**config.mk**
```make
export PLATFORM = sky130hd
export DESIGN_NAME = coproc_sequencer_flat
export DESIGN_NICKNAME = d
export VERILOG_FILES = /design/src/rtl/coproc_sequencer_if.sv /design/src/rtl/coproc_sequencer.sv /design/src/flat_wrapper.sv
export SDC_FILE = /design/constraint.sdc
export NUM_CORES = 1
export LEC_CHECK = 0
export ABC_AREA = 1
export ABC_CLOCK_PERIOD_IN_PS = 1600
export CELL_PAD_IN_SITES_DETAIL_PLACEMENT = 1
export CELL_PAD_IN_SITES_GLOBAL_PLACEMENT = 2
export CORE_AREA = 5 5 412 414
export DETAILED_ROUTE_END_ITERATION = 8
export DIE_AREA = 0 0 417 419
export GPL_ROUTABILITY_DRIVEN = 0
export PLACE_DENSITY_LB_ADDON = 0.15
export REMOVE_ABC_BUFFERS = 1
export SYNTH_ARGS = -nofsm -noshare
export SYNTH_HDL_FRONTEND = slang
export SYNTH_SLANG_ARGS = --single-unit
```
**constraint.sdc**
```tcl
create_clock -name clock -period 1.6 [get_ports clock]
set_input_delay 0.48 -clock clock [delete_from_list [all_inputs] [get_ports clock]]
set_output_delay 0.48 -clock clock [all_outputs]
set_load 0.02 [all_outputs]
```
**src/rtl/coproc_sequencer_if.sv**
```systemverilog
// Memory and execute-unit bus between the coprocessor sequencer (master)
// and the instruction memory / execute unit (slave).
interface coproc_sequencer_if;
    logic [2:0]   mem_addr;
    logic         mem_we;
    logic [199:0] mem_wdata;
    logic [223:0] mem_rdata;
    logic [2:0]   opcode;
    logic [7:0]   tamanho;
    logic [199:0] matrix_a;
    logic [199:0] matrix_b;
    logic         exec_start;
    logic         exec_done;
    logic [199:0] exec_result;

    modport master (
        output mem_addr, mem_we, mem_wdata,
        input  mem_rdata,
        output opcode, tamanho, matrix_a, matrix_b, exec_start,
        input  exec_done, exec_result
    );

    modport slave (
        input  mem_addr, mem_we, mem_wdata,
        output mem_rdata,
        input  opcode, tamanho, matrix_a, matrix_b, exec_start,
        output exec_done, exec_result
    );
endinterface

```
**src/rtl/coproc_sequencer.sv**
```systemverilog
// Fetches two operand slots, runs the execute unit, writes the result back.
// Optional execute watchdog enabled by defining SEQ_TIMEOUT_EN.
module coproc_sequencer #(
    parameter int MEM_LATENCY    = 1,
    parameter int TIMEOUT_CYCLES = 255
) (
    input  logic                 clock,
    input  logic                 reset_n,
    input  logic                 start,
    input  logic [2:0]           base_addr,
    coproc_sequencer_if.master   bus,
    output logic                 busy,
    output logic                 done,
    output logic                 error,
    output logic [3:0]           state_dbg
);

    typedef enum logic [3:0] {
        IDLE      = 4'd0,
        RD_A      = 4'd1,
        LD_A      = 4'd2,
        RD_B      = 4'd3,
        LD_B      = 4'd4,
        EXEC      = 4'd5,
        WAIT_EXEC = 4'd6,
        WRITE     = 4'd7,
        DONE      = 4'd8
    } state_t;

    state_t       state_q, state_d;
    logic [2:0]   base_q, base_d;
    logic [1:0]   lat_q, lat_d;
    logic [2:0]   rd_op_q, rd_op_d;
    logic [7:0]   rd_size_q, rd_size_d;
    logic [199:0] rd_mat_q, rd_mat_d;
    logic [2:0]   opcode_q, opcode_d;
    logic [7:0]   tamanho_q, tamanho_d;
    logic [199:0] mat_a_q, mat_a_d;
    logic [199:0] mat_b_q, mat_b_d;
    logic [199:0] result_q, result_d;
    logic         error_q, error_d;
`ifdef SEQ_TIMEOUT_EN
    logic [7:0]   tmo_q, tmo_d;
`endif

    logic unused_rdata;
    assign unused_rdata = ^{bus.mem_rdata[223:216], bus.mem_rdata[7:3]};

    always_ff @(posedge clock or negedge reset_n) begin
        if (!reset_n) begin
            state_q   <= IDLE;
            base_q    <= '0;
            lat_q     <= '0;
            rd_op_q   <= '0;
            rd_size_q <= '0;
            rd_mat_q  <= '0;
            opcode_q  <= '0;
            tamanho_q <= '0;
            mat_a_q   <= '0;
            mat_b_q   <= '0;
            result_q  <= '0;
            error_q   <= 1'b0;
`ifdef SEQ_TIMEOUT_EN
            tmo_q     <= '0;
`endif
        end else begin
            state_q   <= state_d;
            base_q    <= base_d;
            lat_q     <= lat_d;
            rd_op_q   <= rd_op_d;
            rd_size_q <= rd_size_d;
            rd_mat_q  <= rd_mat_d;
            opcode_q  <= opcode_d;
            tamanho_q <= tamanho_d;
            mat_a_q   <= mat_a_d;
            mat_b_q   <= mat_b_d;
            result_q  <= result_d;
            error_q   <= error_d;
`ifdef SEQ_TIMEOUT_EN
            tmo_q     <= tmo_d;
`endif
        end
    end

    always_comb begin
        state_d   = state_q;
        base_d    = base_q;
        lat_d     = lat_q;
        rd_op_d   = rd_op_q;
        rd_size_d = rd_size_q;
        rd_mat_d  = rd_mat_q;
        opcode_d  = opcode_q;
        tamanho_d = tamanho_q;
        mat_a_d   = mat_a_q;
        mat_b_d   = mat_b_q;
        result_d  = result_q;
        error_d   = error_q;
`ifdef SEQ_TIMEOUT_EN
        tmo_d     = '0;
`endif
        case (state_q)
            IDLE: begin
                if (start) begin
                    base_d  = base_addr;
                    error_d = 1'b0;
                    lat_d   = '0;
                    state_d = RD_A;
                end
            end
            // Address is held for MEM_LATENCY+1 cycles; data is taken on the exit edge.
            RD_A, RD_B: begin
                if (lat_q == 2'(MEM_LATENCY)) begin
                    rd_op_d   = bus.mem_rdata[2:0];
                    rd_size_d = bus.mem_rdata[15:8];
                    rd_mat_d  = bus.mem_rdata[215:16];
                    lat_d     = '0;
                    state_d   = (state_q == RD_A) ? LD_A : LD_B;
                end else begin
                    lat_d = lat_q + 2'd1;
                end
            end
            LD_A: begin
                opcode_d  = rd_op_q;
                tamanho_d = rd_size_q;
                mat_a_d   = rd_mat_q;
                if (rd_op_q == 3'd7 || rd_size_q < 8'd2 || rd_size_q > 8'd5) begin
                    error_d = 1'b1;
                    state_d = DONE;
                end else begin
                    state_d = RD_B;
                end
            end
            LD_B: begin
                mat_b_d = rd_mat_q;
                state_d = EXEC;
            end
            EXEC: state_d = WAIT_EXEC;
            WAIT_EXEC: begin
                if (bus.exec_done) begin
                    result_d = bus.exec_result;
                    state_d  = WRITE;
                end
`ifdef SEQ_TIMEOUT_EN
                else if (tmo_q == 8'(TIMEOUT_CYCLES - 1)) begin
                    error_d = 1'b1;
                    state_d = DONE;
                end else begin
                    tmo_d = tmo_q + 8'd1;
                end
`endif
            end
            WRITE:   state_d = DONE;
            DONE:    state_d = IDLE;
            default: state_d = IDLE;
        endcase
    end

    // Strobes decode straight from the state register so reset kills them at once.
    assign bus.mem_we     = (state_q == WRITE);
    assign bus.mem_addr   = (state_q == RD_A)  ? base_q :
                            (state_q == RD_B)  ? base_q + 3'd1 :
                            (state_q == WRITE) ? base_q + 3'd2 : 3'd0;
    assign bus.mem_wdata  = result_q;
    assign bus.exec_start = (state_q == EXEC);
    assign bus.opcode     = opcode_q;
    assign bus.tamanho    = tamanho_q;
    assign bus.matrix_a   = mat_a_q;
    assign bus.matrix_b   = mat_b_q;

    assign busy      = (state_q != IDLE);
    assign done      = (state_q == DONE);
    assign error     = error_q;
    assign state_dbg = state_q;

endmodule

```
**src/flat_wrapper.sv**
```systemverilog
// flat-port wrapper written by rule: the top's interface ports become plain ports
module coproc_sequencer_flat 
#(
    parameter int MEM_LATENCY    = 1,
    parameter int TIMEOUT_CYCLES = 255
)
  (clock, reset_n, start, base_addr, busy, done, error, state_dbg, bus_mem_addr, bus_mem_we, bus_mem_wdata, bus_mem_rdata, bus_opcode, bus_tamanho, bus_matrix_a, bus_matrix_b, bus_exec_start, bus_exec_done, bus_exec_result);
  coproc_sequencer_if bus_i ();
  input  logic clock;
  input  logic reset_n;
  input  logic start;
  input  logic [2:0] base_addr;
  output logic busy;
  output logic done;
  output logic error;
  output logic [3:0] state_dbg;
  output wire logic [$bits(bus_i.mem_addr)-1:0] bus_mem_addr;
  output wire logic [$bits(bus_i.mem_we)-1:0] bus_mem_we;
  output wire logic [$bits(bus_i.mem_wdata)-1:0] bus_mem_wdata;
  input wire logic [$bits(bus_i.mem_rdata)-1:0] bus_mem_rdata;
  output wire logic [$bits(bus_i.opcode)-1:0] bus_opcode;
  output wire logic [$bits(bus_i.tamanho)-1:0] bus_tamanho;
  output wire logic [$bits(bus_i.matrix_a)-1:0] bus_matrix_a;
  output wire logic [$bits(bus_i.matrix_b)-1:0] bus_matrix_b;
  output wire logic [$bits(bus_i.exec_start)-1:0] bus_exec_start;
  input wire logic [$bits(bus_i.exec_done)-1:0] bus_exec_done;
  input wire logic [$bits(bus_i.exec_result)-1:0] bus_exec_result;
  assign bus_mem_addr = bus_i.mem_addr;
  assign bus_mem_we = bus_i.mem_we;
  assign bus_mem_wdata = bus_i.mem_wdata;
  assign bus_i.mem_rdata = bus_mem_rdata;
  assign bus_opcode = bus_i.opcode;
  assign bus_tamanho = bus_i.tamanho;
  assign bus_matrix_a = bus_i.matrix_a;
  assign bus_matrix_b = bus_i.matrix_b;
  assign bus_exec_start = bus_i.exec_start;
  assign bus_i.exec_done = bus_exec_done;
  assign bus_i.exec_result = bus_exec_result;
  coproc_sequencer #(.MEM_LATENCY(MEM_LATENCY), .TIMEOUT_CYCLES(TIMEOUT_CYCLES)) u_core (.clock(clock), .reset_n(reset_n), .start(start), .base_addr(base_addr), .bus(bus_i), .busy(busy), .done(done), .error(error), .state_dbg(state_dbg));
endmodule
```
==> results.sh, run 1 <==
export IMPL_status="finished, violations left"
export IMPL_violations="negative setup slack"
export IMPL_grt_usage=0.166
export IMPL_synthArstFlopShare=1.00
export IMPL_finalSetupViolations=1378
export IMPL_required_ns=1.12
export IMPL_rsz0062_at_grt="true"
export IMPL_antenna_found_initial=52
export IMPL_slew_headroom=0.661
export IMPL_synth_edf_count=0
export IMPL_drt_pass1_iterations=5
export IMPL_via_per_inst=4.00
export IMPL_grt_ovfl_total=0
export IMPL_leakagePower_nw=25.8
export IMPL_power_density_nw_per_um2=2200
export IMPL_seq_area_frac_synth=0.669
export IMPL_die_height_um=419
export IMPL_netlist_instances=3180
export IMPL_synthTopCellsByCount="846 x nand2_1, 832 x dfrtp_1, 366 x o21ai_0"
export IMPL_critPathLaunch="u_core.state_dbg[3]$_DFFE_PN0P_"
export IMPL_r2r_slack_ns=-0.33
export IMPL_synth_area_top_cells="dfrtp_1 67%, nand2_1 10%, o21ai_0 5.9%"
export IMPL_ys_ff_latch=832
export IMPL_netlist_area_um2=31100
export IMPL_grt_pass1_wl_um=212000
export IMPL_cts_tree="built"
export IMPL_die_area_um2=175000
export IMPL_hold_end="u_core.bus.mem_wdata[160]$_DFFE_PN0P_"
export IMPL_drive_above_1_share=0.268
export IMPL_worst_pin_slew_ns=0.508
export IMPL_reg2reg_to="u_core.rd_op_q[1]$_DFFE_PN0P_"
export IMPL_detail_route_iter0_violations=1309
export IMPL_layout_setup_ws_ns=-0.928
export IMPL_synth_top_area_cell="dfrtp_1"
export IMPL_slew_viol_final=0
export IMPL_post_dp_hpwl_um=115000
export IMPL_clock_sinks=832
export IMPL_clock_latency_ns=0.72
export IMPL_end_kind="output port"
export IMPL_cts_clk_slew_worst_paths_ns=0.06
export IMPL_fin_skew_ns=0.0522
export IMPL_area_growth_pct=70.6
export IMPL_place_inst=6376
export IMPL_maxCapViolations=0
export IMPL_vias=27100
export IMPL_routedWlPerCell_um=23.5
export IMPL_cp_data_arrival_time_ns=2.05
export IMPL_worstReg2RegStart="u_core.state_dbg[3]$_DFFE_PN0P_"
export IMPL_cts_made_buffers=106
export IMPL_clockBufferDepth=3
export IMPL_instances_no_fill=6763
export IMPL_worstHoldStart="bus_exec_result[160]"
export IMPL_core_area_um2=166000
export IMPL_min_path_type="in -> reg"
export IMPL_rows=150
export IMPL_period_minus_slack_ns=2.53
export IMPL_start_kind="flip-flop"
export IMPL_drc=0
export IMPL_synth_avg_cell_area_um2=9.79
export IMPL_numPortBuffers=1040
export IMPL_io_pins=1054
export IMPL_worstSetupPathType="reg -> out"
export IMPL_n_fill_cell=18600
export IMPL_worstPathMaxFanout=3
export IMPL_whs_path_depth=3
export IMPL_wirelength_um=159000
export IMPL_post_route_period_util=1.58
export IMPL_cts_root_buf="clkbuf_16"
export IMPL_vdd_drop_max_mv=0.872
export IMPL_grt_pass1_vias=28100
export IMPL_synthDistinctLibCells=24
export IMPL_reg2reg_depth=11
export IMPL_grt_max_degree=83
export IMPL_hold_viol=0
export IMPL_dpl_cell_area_um2=46400
export IMPL_synth_top_area_frac=0.669
export IMPL_fmax_ghz=0.396
export IMPL_start_util=0.188
export IMPL_die_x_um=417
export IMPL_final_nets=4882
export IMPL_h_tree_depth=3
export IMPL_antenna_left=0
export IMPL_synthFlopType="dfrtp_1"
export IMPL_yosysMostFrequentCell="nand2_1"
export IMPL_yosysWarningCount=0
export IMPL_finalInstanceArea_um2=53100
## report_power, final
| part | total, mW | switching, mW | internal [mW] |
|---|---|---|---|
| Sequential | 37.4 | 6.73 | 30.7 |
| Clock | 24.1 | 10.1 | 14.1 |
| Combinational | 55.5 | 29.2 | 26.3 |
## placed cells by master (no fill, tap or decap), drive strengths merged
master	Yosys	layout
xnor2	1	1
diode	0	28
a21oi	213	213
clkdlybuf4s50	0	415
o21ai	417	417
bufinv	0	3
nor4	1	1
inv	225	230
clkdlybuf4s15	0	1
ha	1	1
o211ai	2	2
clkinv	0	14
dlygate4sd3	0	1
clkinvlp	0	3
dfrtp	832	832
nand2	848	849
nand3	206	206
xor2	1	1
buf	136	921
clkbuf	66	189
nor2	231	231
## how the worst max path moves through the flow
stage	to	slack [ns]
global placement	bus_mem_addr[2]	-0.73
CTS	bus_mem_addr[1]	-1.00
floorplan	u_core.bus.mem_wdata[0]$_DFFE_PN0P_	-8.21
global route	bus_mem_addr[2]	-1.05
detailed placement	bus_mem_addr[2]	-0.72
finish	bus_mem_addr[2]	-0.93
## registers in the layout, summed over array words and instances (netlist names)
| name | cells |
|---|---|
| u_core.base_q | 3 |
| u_core.bus.matrix_a | 200 |
| u_core.bus.matrix_b | 200 |
| u_core.bus.mem_wdata | 200 |
| u_core.bus.opcode | 3 |
| u_core.bus.tamanho | 8 |
| u_core.error | 1 |
| u_core.lat_q | 2 |
| u_core.rd_mat_q | 200 |
| u_core.rd_op_q | 3 |
| u_core.rd_size_q | 8 |
| u_core.state_dbg | 4 |
## worst max-delay path, stage by stage, from the launching register on
cell      delay, ns
dfrtp_1        0.40
inv_2          0.11
nand2_4        0.08
nor2_4         0.12
inv_2          0.05
o211ai_1       0.29
buf_4          0.18
buf_6          0.11
## repair_timing
action                                   CTS  global route
endpoints found under the hold margin    376             0
hold buffers                               1             0
setup buffers                            114            14
endpoints found under the setup margin  1242          1423
pin swaps                                  5             4
gates cloned                               1            41
gates resized for setup                 3029           167
## per-stage QoR
step	TNS (ns)	hold slack [ns]	util	setup WS [ns]	total power, mW
2_1_floorplan	-3954.36	0.184	-	-8.21	54.6
3_3_place_gp	-32.63	0.452	0.280	-0.732	86.5
3_5_place_dp	-43.40	0.458	0.280	-0.719	87.0
4_1_cts	-177.30	0.245	0.311	-1.00	116
5_1_grt	-292.20	0.262	0.320	-1.05	124
6_report	-169.22	0.327	0.320	-0.928	117
## routing by layer
layer / global-route usage / share of wire / up-vias
li1: - / - / 12700
met3: 0.0432 / 0.050 / 256
met1: 0.182 / 0.38 / 13400
met2: 0.294 / 0.52 / 677
met4: 0.0852 / 0.047 / 14
met5: 0 / 0.00062 / -
## cells by family (layout without fill, tap and decap cells)
group | count (synthesis) | after routing | synth area share
DFF | 832 | 832 | 0.669
adders and majority gates | 1 | 1 | 0.000402
buffers and inverters | 427 | 1777 | 0.0642
other | 0 | 28 | 0
xor gates and xnor gates | 2 | 2 | 0.000563
AOI/OAI and AO/OA | 632 | 632 | 0.102
and+or+nand+nor | 1286 | 1287 | 0.165
## final cells by class
cell class	count	area [µm²]	share of cell area
well taps	2204	2760	0.0519
clock buffers	164	3160	0.0595
flip-flops and latches	832	20800	0.392
repair buffers	1363	16400	0.309
clock inverters	25	324	0.00610
inverters	225	852	0.0160
diodes	28	70.1	0.00132
multi-input cells	1922	8720	0.164
No activity file was read; power rests on OpenSTA's default activity.
==> inputs of run 2 (changes only) <==
--- a/config.mk
+++ b/config.mk
@@ -9,11 +9,11 @@
 export ABC_CLOCK_PERIOD_IN_PS = 1600
 export CELL_PAD_IN_SITES_DETAIL_PLACEMENT = 1
 export CELL_PAD_IN_SITES_GLOBAL_PLACEMENT = 2
-export CORE_AREA = 5 5 412 414
+export CORE_AREA = 2 2 409 411
 export DETAILED_ROUTE_END_ITERATION = 8
-export DIE_AREA = 0 0 417 419
+export DIE_AREA = 0 0 411 413
 export GPL_ROUTABILITY_DRIVEN = 0
-export PLACE_DENSITY_LB_ADDON = 0.15
+export PLACE_DENSITY = 0.69
 export REMOVE_ABC_BUFFERS = 1
 export SYNTH_ARGS = -nofsm -noshare
 export SYNTH_HDL_FRONTEND = slang
==> run 2 against run 1 <==
Against the previous run:
- the run still ends with negative setup slack left
- design area decreased by 1.1%
- wire length down 8.9%
- count of clock-buffer cells in the layout decreased by 13
- maximum frequency increased by 6.6%
- global-route usage down 1.0 points
- total power is 1.9% lower
- largest cell class unchanged
- via count up 1.2%
- die area shrank 2.9%
- sequential share of layout area is 0.46 points higher
- non-clock buffer count up 27
- register-to-register slack got worse by 0.13 ns
- clock skew fell by 0.010 ns
==> results.sh, run 2 (same netlist as run 1, synthesis figures left out) <==
export IMPL_status="finished, violations left"
export IMPL_violations="negative setup slack"
export IMPL_cts_tree="built"
export IMPL_final_core_util=0.317
export IMPL_wirelength_um=145000
export IMPL_clock_sinks=832
export IMPL_routedWlPerCell_um=21.4
export IMPL_vdd_drop_max_mv=1.25
export IMPL_die_height_um=413
export IMPL_worst_pin_slew_ns=0.432
export IMPL_antenna_left=0
export IMPL_cts_clk_slew_worst_paths_ns=0.06
export IMPL_start_kind="flip-flop"
export IMPL_rsz0062_at_grt="true"
export IMPL_numPortBuffers=1040
export IMPL_clock_latency_ns=0.71
export IMPL_final_common_cell="nand2_1"
export IMPL_worstSetupPathType="reg -> out"
export IMPL_final_nets=4901
export IMPL_rows=150
export IMPL_area_growth_pct=68.8
export IMPL_maxCapViolations=0
export IMPL_end_kind="output port"
export IMPL_h_tree_depth=3
export IMPL_cp_data_arrival_time_ns=1.89
export IMPL_grt_usage=0.155
export IMPL_detail_route_iter0_violations=1739
export IMPL_cts_root_buf="clkbuf_16"
export IMPL_min_path_type="in -> reg"
export IMPL_grt_ovfl_total=0
export IMPL_clockBufferDepth=3
export IMPL_finalSetupViolations=1443
export IMPL_post_route_period_util=1.48
export IMPL_hold_viol=0
export IMPL_post_dp_hpwl_um=103000
export IMPL_n_fill_cell=18700
export IMPL_die_area_um2=170000
export IMPL_io_pins=1054
export IMPL_fmax_ghz=0.422
export IMPL_fin_skew_ns=0.0421
export IMPL_drt_pass1_iterations=5
export IMPL_via_per_inst=4.05
export IMPL_layout_setup_ws_ns=-0.771
export IMPL_final_cell_mix="838 x nand2_1, 814 x dfrtp_1, 594 x buf_6"
export IMPL_required_ns=1.12
export IMPL_seq_area_um2=20800
export IMPL_core_area_um2=166000
export IMPL_cts_made_buffers=98
export IMPL_grt_max_degree=76
export IMPL_antenna_found_initial=25
export IMPL_leakagePower_nw=25.6
export IMPL_drive_above_1_share=0.286
export IMPL_die_x_um=411
export IMPL_grt_pass1_wl_um=196000
export IMPL_drc=0
export IMPL_power_density_nw_per_um2=2190
export IMPL_slew_viol_final=0
export IMPL_vias=27400
export IMPL_start_util=0.188
export IMPL_worstPathMaxFanout=3
export IMPL_grt_pass1_vias=28200
export IMPL_report_power_total_mw=115
export IMPL_slew_headroom=0.712
export IMPL_multi_input_area_um2=8910
export IMPL_period_minus_slack_ns=2.37
## run 2: cell count changes in the layout (fill, tap and decap cells not counted), sizes merged
cell,delta
clkbuf,-20
clkinv,+5
inv,-2
bufbuf,+2
clkinvlp,-2
clkdlybuf4s15,-1
buf,+33
nand2,-1
bufinv,+2
diode,-16
## run 2: worst paths after layout
kind	start	to	slack (ns)	depth (start not counted)
min	bus_exec_done	u_core.state_dbg[2]$_DFFE_PN0P_	0.26	5
min in group asynchronous	reset_n	u_core.rd_mat_q[47]$_DFFE_PN0P_	0.34	3
max reg2reg	u_core.state_dbg[2]$_DFFE_PN0P_	u_core.rd_mat_q[109]$_DFFE_PN0P_	-0.46	11
max in group asynchronous	reset_n	u_core.bus.mem_wdata[101]$_DFFE_PN0P_	0.51	4
min reg2reg	u_core.bus.mem_wdata[27]$_DFFE_PN0P_	u_core.bus.mem_wdata[27]$_DFFE_PN0P_	0.49	2
max	u_core.state_dbg[2]$_DFFE_PN0P_	bus_mem_addr[1]	-0.77	7
## run 2: layout make-up
class	count	area share
well taps	2204	0.0525
flip-flops and latches	832	0.397
clock buffers	151	0.0570
inverters	225	0.0163
multi-input cells	1921	0.169
repair inverters	1	0.000571
diodes	12	0.000571
repair buffers	1390	0.300
clock inverters	27	0.00681
## run 2: power by group
| part | switching, mW | internal [mW] |
|---|---|---|
| sequential | 6.62 | 30.7 |
| combinational | 29.0 | 25.2 |
| clock | 9.63 | 13.7 |
## run 2: timing repair
| action | CTS | global route |
|---|---|---|
| setup buffers | 131 | 27 |
| pin swaps | 3 | 9 |
| gates cloned | 3 | 30 |
| hold buffers | 1 | 0 |
| hold endpoints to repair | 539 | 0 |
| resized for setup | 3656 | 205 |
| setup endpoints to repair | 1434 | 1443 |
## run 2: per-layer routing
layer  vias up  wire length (µm)  track usage
li1      12700                 -            -
met1     13700             60100        0.192
met2       689             70800        0.258
met3       215              9730       0.0481
met4        12              4120       0.0479
met5         -                69            0
## run 2: per-stage QoR
| stage | hold slack [ns] | setup slack [ns] | area, µm² | TNS [ns] | cells |
|---|---|---|---|---|---|
| after floorplan | 0.184 | -8.21 | 30000 | -3954.36 | 2978 |
| after global placement | 0.427 | -0.587 | 45700 | -43.00 | 6384 |
| after detailed placement | 0.428 | -0.630 | 45700 | -74.77 | 6384 |
| after CTS | 0.179 | -0.841 | 51000 | -269.35 | 6696 |
| after global routing | 0.216 | -0.905 | 52600 | -374.56 | 6761 |
| final | 0.257 | -0.771 | 52600 | -252.45 | 6763 |
## run 2: critical path: stages, from the launching register on
cell,delay (ns)
dfrtp_1,0.42
inv_2,0.09
nand2_4,0.07
nor2_4,0.15
buf_6,0.11
nand2_2,0.04
o211ai_1,0.11
buf_4,0.18
